$ cat config.mk
export PLATFORM = sky130hd
export DESIGN_NAME = frodo_mac_pipe
export DESIGN_NICKNAME = d
export VERILOG_FILES = /design/src/rtl/frodo_mac_pipe.sv
export SDC_FILE = /design/constraint.sdc
export NUM_CORES = 1
export LEC_CHECK = 0
export CAP_MARGIN = 10
export CORE_ASPECT_RATIO = 2
export CORE_MARGIN = 3
export CORE_UTILIZATION = 45
export CTS_CLUSTER_DIAMETER = 30
export DETAILED_ROUTE_END_ITERATION = 10
export DONT_BUFFER_PORTS = 1
export MAX_ROUTING_LAYER = met4
export PLACE_DENSITY = 0.58
export REMOVE_ABC_BUFFERS = 1
export SYNTH_ARGS = -nofsm -noshare
export SYNTH_HDL_FRONTEND = slang
export SYNTH_SLANG_ARGS = --single-unit
$ cat constraint.sdc
create_clock -name clk -period 10.35 [get_ports clk]
set_clock_uncertainty 0.2 [all_clocks]
set_input_delay 0 -clock clk [delete_from_list [all_inputs] [get_ports clk]]
set_output_delay 0 -clock clk [all_outputs]
set_load 0.02 [all_outputs]
$ cat src/rtl/frodo_mac_pipe.sv
// Two-stage multiply-accumulate: d = a*sext(b) + c mod 2^W, or a running dot product.
// The whole pipe stalls together on output backpressure.
module frodo_mac_pipe #(
  parameter int W  = 16,
  parameter int BW = 4,
  parameter int CW = 8
) (
  input  logic          clk,
  input  logic          reset,
  input  logic          in_valid,
  output logic          in_ready,
  input  logic [W-1:0]  in_a,
  input  logic [W-1:0]  in_b,
  input  logic [W-1:0]  in_c,
  input  logic          in_mode,
  input  logic          in_last,
  output logic          out_valid,
  input  logic          out_ready,
  output logic [W-1:0]  out_d,
  output logic [CW-1:0] out_cnt
);

  localparam logic [CW-1:0] CNT_MAX = {CW{1'b1}};
  localparam logic [CW-1:0] CNT_ONE = CW'(1);

  function automatic logic signed [W-1:0] sext_b(input logic [BW-1:0] b);
    return {{(W-BW){b[BW-1]}}, b};
  endfunction

  // Low W bits of the product are the same whether b is read as signed or unsigned.
  function automatic logic [W-1:0] mul_mod(input logic [W-1:0] a,
                                           input logic signed [W-1:0] b);
    logic [2*W-1:0] full;
    full = {{W{1'b0}}, a} * {{W{1'b0}}, $unsigned(b)};
    return full[W-1:0];
  endfunction

  function automatic logic [CW-1:0] sat_inc(input logic [CW-1:0] c);
    return (c == CNT_MAX) ? c : c + CNT_ONE;
  endfunction

  logic                 en;
  logic                 vld_p1;
  logic [W-1:0]         prod_p1;
  logic [W-1:0]         c_p1;
  logic                 mode_p1;
  logic                 last_p1;
  logic [W-1:0]         acc_p2;
  logic [CW-1:0]        cnt_p2;
  logic                 first_p2;
  logic [W-1:0]         sum_p2;
  logic [CW-1:0]        cnt_nxt_p2;
  logic                 unused_b_hi;

  assign en          = ~out_valid | out_ready;
  assign in_ready    = en;
  assign unused_b_hi = ^in_b[W-1:BW];

  // Stage 1: product and operand capture
  always_ff @(posedge clk) begin
    if (en) begin
      prod_p1 <= mul_mod(in_a, sext_b(in_b[BW-1:0]));
      c_p1    <= in_c;
      mode_p1 <= in_mode;
      last_p1 <= in_last;
    end
  end

  always_comb begin
    sum_p2     = (first_p2 ? c_p1 : acc_p2) + prod_p1;
    cnt_nxt_p2 = first_p2 ? CNT_ONE : sat_inc(cnt_p2);
  end

  // Stage 2: accumulate / emit result
  always_ff @(posedge clk) begin
    if (reset) begin
      vld_p1    <= 1'b0;
      out_valid <= 1'b0;
      out_d     <= '0;
      out_cnt   <= '0;
      acc_p2    <= '0;
      cnt_p2    <= '0;
      first_p2  <= 1'b1;
    end else if (en) begin
      vld_p1 <= in_valid;
      if (vld_p1) begin
        if (!mode_p1) begin
          out_d     <= prod_p1 + c_p1;
          out_cnt   <= CNT_ONE;
          out_valid <= 1'b1;
        end else begin
          acc_p2   <= sum_p2;
          cnt_p2   <= cnt_nxt_p2;
          first_p2 <= last_p1;
          if (last_p1) begin
            out_d     <= sum_p2;
            out_cnt   <= cnt_nxt_p2;
            out_valid <= 1'b1;
          end else begin
            out_valid <= 1'b0;
          end
        end
      end else begin
        out_valid <= 1'b0;
      end
    end
  end

endmodule

==> impl_metrics.yaml, run 1 <==
status:
  status: "completed"
worst_setup_path:
  critical_path_class: "primary input to flop"
  critical_path.max_stage_delay_ns: 0.55
  worstPathCellList: "nand2b_1 > fa_1 > fa_1 > inv_1 > fa_1 > ha_1 > fa_1 > a21oi_1 > o21bai_1 > a21oi_1 > o21ai_0 > a41oi_1 > nor2b_1 > xnor2_1"
  end_kind: "flop"
  cp_num_buf_inv: 1
  cp_common_cell: "fa_1"
  path_max_fanout: 4
  cpMaxStageDelayCell: "fa_1"
  r2r_slack_ns: 6.79
  reg2reg_to: "out_d[14]"
  ff2ff_path_depth: 12
  crit_required_ns: 10.25
  cp.arrival_ns: 3.61
  critPathLaunchType: "primary input"
  r2r_start: "first_p2"
  crit_family: "adder cells"
layout:
  multi_input_area_um2: 4080
  final-seq-area_um2: 2040
  n_antenna_cell: 0
  area_delta_synth_final_pct: 13.8
  fin_util_pct: 52.9
  layout-drive-gt1-share_pct: 6.28
  final_nets: 851
  finalNonFillerCells: 902
  nFillCells: 1244
  final_area_um2: 7190
cts:
  cts_setup_buffers: 0
  tritoncts: "yes"
  cts_resized: 0
  htreeDepth: 3
  numCtsBuffers: 9
  clockBufferDepth: 2
  hold_buffers: 31
  clk_pin_slew_worst_paths_ns: 0.06
  insertion_delay_ns: 0.34
  clock-root-buffer: "clkbuf_16"
  clock-sinks: 85
run:
  cap_violations: 0
detailed_routing:
  vias: 5061
  ant_nets: 0
  wl_um: 16200
  drc: 0
  dr.pass1.iters: 4
  viasPerCell: 5.61
  wl_per_cell_um: 17.9
  dr.first_iter.drc_count: 279
hold_path:
  hold_path_depth: 4
  hp-class: "primary input to flop"
  hp-start: "in_a[2]"
  hold_path_end: "prod_p1[3]"
timing:
  maxSlewHeadroom_pct: 56.4
  tns_ns: 0
  fin_crit_sh_pct: 35.9
  layout_min_cycle_time_ns: 3.72
  rsz0062_at_grt: "no"
  worst_pin_slew_ns: 0.649
  finalMaxSlewViolations: 0
  fmax_ghz: 0.269
  hold_viol: 0
  finalSetupViolCount: 0
  whs_ns: 0.0703
  timing.final.ws_setup_ns: 6.63
synth:
  avgSynthCellArea_um2: 9.19
  syn_area_um2: 6320
  ys_top_cells_by_area: "dfxtp_1 16%, edfxtp_1 16%, ha_1 11%"
  synth_cell_types: 56
  yosysSeqAreaShare_pct: 32.3
  ys_dominant_reg_cell: "dfxtp_1"
  async_flop_share_pct: 0
  synth_most_common_cell: "nor2_1"
  yosys.area.top_type: "dfxtp_1"
  synth-edff-count: 34
  synth_cells: 688
  synth_top_cell_area_share_pct: 16.2
  synth_common_cells: "68 x nor2_1, 65 x nand2_1, 58 x ha_1, 52 x a21oi_1, 51 x dfxtp_1"
  yosysWarnings: 0
  yosys_register_bits: 85
pwr:
  power_mw: 1.53
  irDropWorstVdd_v: 0.0000800
  p_leak_nw: 2.93
  power_density_nw_per_um2: 213
die:
  num_io_pins: 80
  dieArea_um2: 15600
  core_area_um2: 13600
  die_h_um: 174
  die_x_um: 89.8
  row_count: 60
  start_util_pct: 46.5
grt:
  grtUsageTotal_pct: 21.9
  grt_pass1_wl_um: 26500
  grt-ovfl-total: 0
  antenna_found_initial: 0
  grt_max_degree: 56
  grt_pass1_vias: 5335
place:
  io_buffers: 0
  place_ws_ns: 6.25
  placed_cells: 855
  dpl-instance-area_um2: 6510
  gp_congestion: 0.887
  place_hpwl_um: 12000
## where the power goes
| group | switching, mW | internal (mW) |
|---|---|---|
| clock | 0.133 | 0.240 |
| combinational | 0.389 | 0.302 |
| sequential | 0.0545 | 0.412 |
| total | 0.576 | 0.954 |
## routing by layer
layer	global-route usage, %	routed length [µm]	share of wire (%)
met1	20.9	5790	36
met2	41.4	9230	57
met3	3.82	615	3.8
met4	10.7	537	3.3
met5	-	0	0
## cells by family after synthesis
logic type,count (synthesis),share of synthesized area (%)
buffers and inverters,53,3.17
AO/OA/AOI/OAI,161,17.0
AND/OR/NAND/NOR,246,18.6
XOR/XNOR,35,4.85
adder cells (fa/ha/maj),86,20.4
multiplexers,22,3.76
flip-flops,85,32.3
## tightest hold or removal path, delay by kind of cell
family / cells / cell delay (ns)
simple gates: 1 / 0.11
fa+ha+maj: 3 / 0.41
## worst max path at each step
stage / startpoint / to / slack (ns) / cells past startpoint
after floorplan: in_a[0] / prod_p1[13] / 6.63 / 14
after CTS: in_a[0] / prod_p1[15] / 6.62 / 14
after global placement: in_a[0] / prod_p1[15] / 6.31 / 14
after detailed placement: in_a[0] / prod_p1[15] / 6.25 / 14
after global routing: in_a[0] / prod_p1[13] / 6.33 / 14
final: in_a[0] / prod_p1[13] / 6.63 / 14
## layout make-up
class	instances	area share [%]
clock buffer	12	3.86
clock inverter	4	1.04
timing repair buffer	38	5.29
inverter	27	1.41
tap	186	3.24
sequential	85	28.4
multi-input combinational	550	56.8
## registers in the layout, indices dropped and copies added (netlist names)
register,cells
mode_p1,1
prod_p1,16
c_p1,16
acc_p2,16
out_cnt,8
first_p2,1
out_d,16
last_p1,1
cnt_p2,8
out_valid,1
vld_p1,1
## placed cells by master, fill, tap and decap left out, drive strengths merged, types with 7 or more instances in the layout
| master | synthesis | layout |
|---|---|---|
| buf | 1 | 8 |
| clkbuf | 25 | 12 |
| a22oi | 7 | 7 |
| a211oi | 15 | 15 |
| ha | 58 | 58 |
| mux2 | 14 | 14 |
| nor2 | 68 | 68 |
| edfxtp | 34 | 34 |
| nand2 | 65 | 65 |
| mux2i | 8 | 8 |
| or3 | 10 | 10 |
| a21oi | 52 | 52 |
| nand2b | 7 | 7 |
| nor2b | 14 | 14 |
| o21a | 13 | 13 |
| dfxtp | 51 | 51 |
| nor3 | 19 | 19 |
| dlygate4sd3 | 0 | 30 |
| o21ai | 23 | 23 |
| nand3 | 17 | 17 |
| xor2 | 8 | 8 |
| xnor2 | 27 | 27 |
| fa | 28 | 28 |
| inv | 27 | 28 |
| and2 | 36 | 36 |
Note: power is estimated with default switching activity, not from simulation.
==> inputs of run 2 (changes only) <==
clock period = 3.59 ns   (was 10.35 ns; I/O delays follow)
==> run 2 against run 1 <==
  * Combinational power grew to 3.0 times the previous value
  * Final cell count grew 0.67%
  * Core utilization decreased by 0.12 points
  * Critical path type is now flop to flop
==> impl_metrics.yaml, run 2 (synthesis gave the netlist of run 1 again) <==
cts:
  clock-sinks: 85
  cts_setup_buffers: 0
  tritoncts: "yes"
  clockBufferDepth: 2
  clock-root-buffer: "clkbuf_16"
  htreeDepth: 3
  insertion_delay_ns: 0.34
  numCtsBuffers: 9
  clk_pin_slew_worst_paths_ns: 0.07
worst_setup_path:
  critical_path.max_stage_delay_ns: 0.47
  crit_family: "compound AO/OA/AOI/OAI gates"
  end_kind: "flop"
  cpMaxStageDelayCell: "dfxtp_1"
  critPathLaunchType: "flop"
  cp.arrival_ns: 3.39
  critical_path_class: "flop to flop"
  worstPathCellList: "mux2_2 > ha_1 > inv_1 > fa_1 > nor2b_1 > o31a_1 > o221ai_1 > a211oi_1 > or3_1 > a32oi_1 > a21oi_1"
  cp_num_buf_inv: 1
  crit_required_ns: 3.62
  path_max_fanout: 5
die:
  core_area_um2: 13600
  die_h_um: 174
  die_x_um: 89.8
  row_count: 60
  start_util_pct: 46.5
  dieArea_um2: 15600
  num_io_pins: 80
layout:
  area_delta_synth_final_pct: 13.5
  final_cell_mix: "68 x nor2_1, 65 x nand2_1, 58 x ha_1"
  final_nets: 857
  final_common_cell: "nor2_1"
  layout-drive-gt1-share_pct: 7.76
  nFillCells: 1270
  finalNonFillerCells: 908
  n_antenna_cell: 0
  fin_util_pct: 52.8
pwr:
  p_leak_nw: 2.91
  irDropWorstVdd_v: 0.000219
  power_density_nw_per_um2: 592
timing:
  maxSlewHeadroom_pct: 31.3
  hold_viol: 0
  timing.final.ws_setup_ns: 0.225
  fmax_ghz: 0.297
  finalMaxSlewViolations: 0
  rsz0062_at_grt: "no"
  layout_min_cycle_time_ns: 3.37
  worst_pin_slew_ns: 1.03
  finalSetupViolCount: 0
  fin_crit_sh_pct: 93.7
grt:
  grt_max_degree: 56
  grtUsageTotal_pct: 22.3
  grt_pass1_wl_um: 27100
  grt_pass1_vias: 5416
  antenna_found_initial: 0
  grt-ovfl-total: 0
detailed_routing:
  drc: 0
  wl_per_cell_um: 18.1
  vias: 5182
  dr_wl_met2_um: 9470
  wl_met1_um: 5700
  viasPerCell: 5.71
  ant_nets: 0
  wl_met3_um: 683
  dr.pass1.iters: 4
  maxUsedRoutingLayer: "met4"
  dr.first_iter.drc_count: 210
  wl_um: 16400
place:
  gp_congestion: 0.919
  place_hpwl_um: 12200
  io_buffers: 0
  placed_cells: 861
  place_ws_ns: -0.409
run:
  cap_violations: 0
hold_path:
  hp-class: "primary input to flop"
status:
  status: "completed"
-- run 2: cell types whose count changed in the layout (fill, tap and decap cells not counted), moves of 2 or more --
cell / before / now
a21oi_2: 0 / 3
clkinvlp_4: 0 / 2
clkinv_2: 0 / 3
buf_4: 7 / 13
a21oi_1: 52 / 49
bufinv_16: 2 / 0
clkbuf_8: 2 / 0
-- run 2: timing repair --
action,4_1_cts,5_1_grt
pin swaps,1,1
hold endpoints to repair,79,0
hold buffers,31,0
resized for setup,1,6
setup endpoints to repair,2,4
-- run 2: worst paths after layout --
kind	startpoint	end	slack, ns	cells past startpoint
worst min-delay path	in_b[1]	prod_p1[15]	0.01	4
worst max register to register	first_p2	out_d[14]	0.22	11
worst min register to register	acc_p2[10]	acc_p2[10]	0.25	2
worst max-delay path	first_p2	out_d[14]	0.22	11
-- run 2: power by group --
group / switching, mW / internal, mW
clock: 0.387 / 0.464
combinational: 1.15 / 0.902
sequential: 0.160 / 1.19
total: 1.70 / 2.55
-- run 2: layout make-up --
class / instances / area, µm² / share of cell area [%]
Clock inverter: 7 / 42.5 / 0.593
Timing Repair Buffer: 44 / 425 / 5.93
Sequential cell: 85 / 2040 / 28.5
Inverter: 27 / 101 / 1.41
Clock buffer: 9 / 225 / 3.14
Tap cell: 186 / 233 / 3.24
Multi-Input combinational cell: 550 / 4100 / 57.2
-- run 2: worst min-delay path: cells and delay by family --
kind / cells / cell delay, ns
xor gates and xnor gates: 3 / 0.39
and+or+nand+nor: 1 / 0.05
-- run 2: stage by stage --
stage / instance area (µm²) / TNS [ns] / power (mW) / hold WS, ns
6_report: 7170 / 0 / 4.25 / 0.0128
3_3_place_gp: 6550 / -0.859 / 3.29 / -0.123
3_5_place_dp: 6550 / -1.29 / 3.34 / -0.122
5_1_grt: 7170 / 0 / 4.57 / 0.0522
4_1_cts: 7150 / 0 / 4.25 / 0.0171
2_1_floorplan: 6220 / -0.401 / 2.86 / -0.131
-- run 2: routing by layer --
layer	up-vias	GRT usage [%]
li1	2501	-
met1	2520	21.5
met2	126	43.2
met3	35	3.78
met4	0	9.15
met5	-	-
==> inputs of run 3 (changes only) <==
REMOVE_ABC_BUFFERS = unset   (was 1)
==> run 3 against run 2 <==
  * Register-to-register slack worse by 0.07 ns
  * Power up 2.7%
  * Core utilization up 0.34 points
  * Fmax down 2.6%
  * Non-clock buffer count up 1
  * Count of clock-buffer cells in the layout unchanged
  * First-iteration DRC count up 9.0%
  * Critical path depth up 3
  * Global-route usage down 0.90 points
  * Worst hold slack better by 0.039 ns
  * Sequential power about the same
==> impl_metrics.yaml, run 3 (synthesis gave the netlist of run 1 again) <==
cts:
  insertion_delay_ns: 0.34
  clockBufferDepth: 2
  tritoncts: "yes"
  clock-sinks: 85
  numCtsBuffers: 9
  clk_pin_slew_worst_paths_ns: 0.07
  htreeDepth: 3
  clock-root-buffer: "clkbuf_16"
layout:
  fin_util_pct: 53.1
  multi_input_area_um2: 4100
  final_common_cell: "nor2_1"
  area_delta_synth_final_pct: 14.2
  layout-drive-gt1-share_pct: 8.02
  n_antenna_cell: 0
  final_nets: 858
  finalNonFillerCells: 909
  final_area_um2: 7220
  final-seq-area_um2: 2040
  final_cell_mix: "68 x nor2_1, 65 x nand2_1, 57 x ha_1"
  nFillCells: 1258
timing:
  fin_crit_sh_pct: 96.2
  finalSetupViolCount: 0
  layout_min_cycle_time_ns: 3.45
  fmax_ghz: 0.290
  tns_ns: 0
  maxSlewHeadroom_pct: 58.2
  whs_ns: 0.0515
  finalMaxSlewViolations: 0
  worst_pin_slew_ns: 0.622
  hold_viol: 0
  timing.final.ws_setup_ns: 0.136
detailed_routing:
  wl_um: 15800
  viasPerCell: 5.65
  vias: 5140
  drc: 0
  ant_nets: 0
  dr.first_iter.drc_count: 229
  wl_per_cell_um: 17.4
  dr.pass1.iters: 4
place:
  place_ws_ns: -0.308
  dpl-instance-area_um2: 6580
  gp_congestion: 0.860
  placed_cells: 863
  io_buffers: 0
  place_hpwl_um: 12300
die:
  die_x_um: 89.8
  row_count: 60
  start_util_pct: 46.5
  core_area_um2: 13600
  num_io_pins: 80
  dieArea_um2: 15600
  die_h_um: 174
run:
  cap_violations: 0
grt:
  grt_pass1_vias: 5370
  grt-ovfl-total: 0
  grt_max_degree: 56
  grt_pass1_wl_um: 26300
  antenna_found_initial: 0
  grtUsageTotal_pct: 21.4
pwr:
  power_mw: 4.36
  irDropWorstVdd_v: 0.000233
  power_density_nw_per_um2: 604
  p_leak_nw: 2.93
worst_setup_path:
  critPathLaunchType: "primary input"
  critical_path_class: "primary input to flop"
  cp.arrival_ns: 3.35
  end_kind: "flop"
  crit_required_ns: 3.49
  path_max_fanout: 4
synth:
  mappedNetlistNets: 828
status:
  status: "completed"
hold_path:
  hp-class: "primary input to flop"
run 3: area by class of cell:
| class | count | share of cell area, % |
|---|---|---|
| Clock buffer | 9 | 3.12 |
| Clock inverter | 7 | 1.25 |
| Inverter | 27 | 1.40 |
| Multi-Input combinational cell | 550 | 56.8 |
| Sequential cell | 85 | 28.3 |
| Tap cell | 186 | 3.22 |
| Timing Repair Buffer | 45 | 5.96 |
run 3: what timing repair did:
action                                  4_1_cts  5_1_grt
gates resized for setup                       0        2
hold buffers                                 30        0
endpoints found under the setup margin        0        2
endpoints found under the hold margin        75        0
buffers inserted                              0        0
run 3: path summary, 6_finish.rpt:
check,to,cells after the start,slack (ns),start
min,c_p1[3],1,0.05,out_ready
max,prod_p1[13],14,0.14,in_a[0]
min reg2reg,acc_p2[12],2,0.25,acc_p2[12]
max reg2reg,out_d[14],12,0.15,first_p2
run 3: where the power goes:
group	switching [mW]	internal [mW]	total, mW
registers	0.160	1.19	1.35
clock network	0.381	0.605	0.986
logic	1.13	0.896	2.03
run 3: worst max-delay path, cell delays in order:
cell and delay (ns):
nand2b_1 0.14, fa_1 0.51, fa_1 0.55, inv_1 0.06, fa_2 0.44, ha_2 0.21, fa_2 0.34, a21oi_1 0.14
o21bai_1 0.11, a21oi_2 0.17, o21ai_1 0.12, a41oi_1 0.28, nor2b_2 0.21, xnor2_1 0.07
run 3: per-layer routing:
metal / up-vias / track usage [%] / wire, µm
met5: - / - / 0
met3: 21 / 3.13 / 569
met1: 2493 / 20.7 / 5650
li1: 2521 / - / -
met4: 0 / 7.29 / 354
met2: 105 / 42.5 / 9270
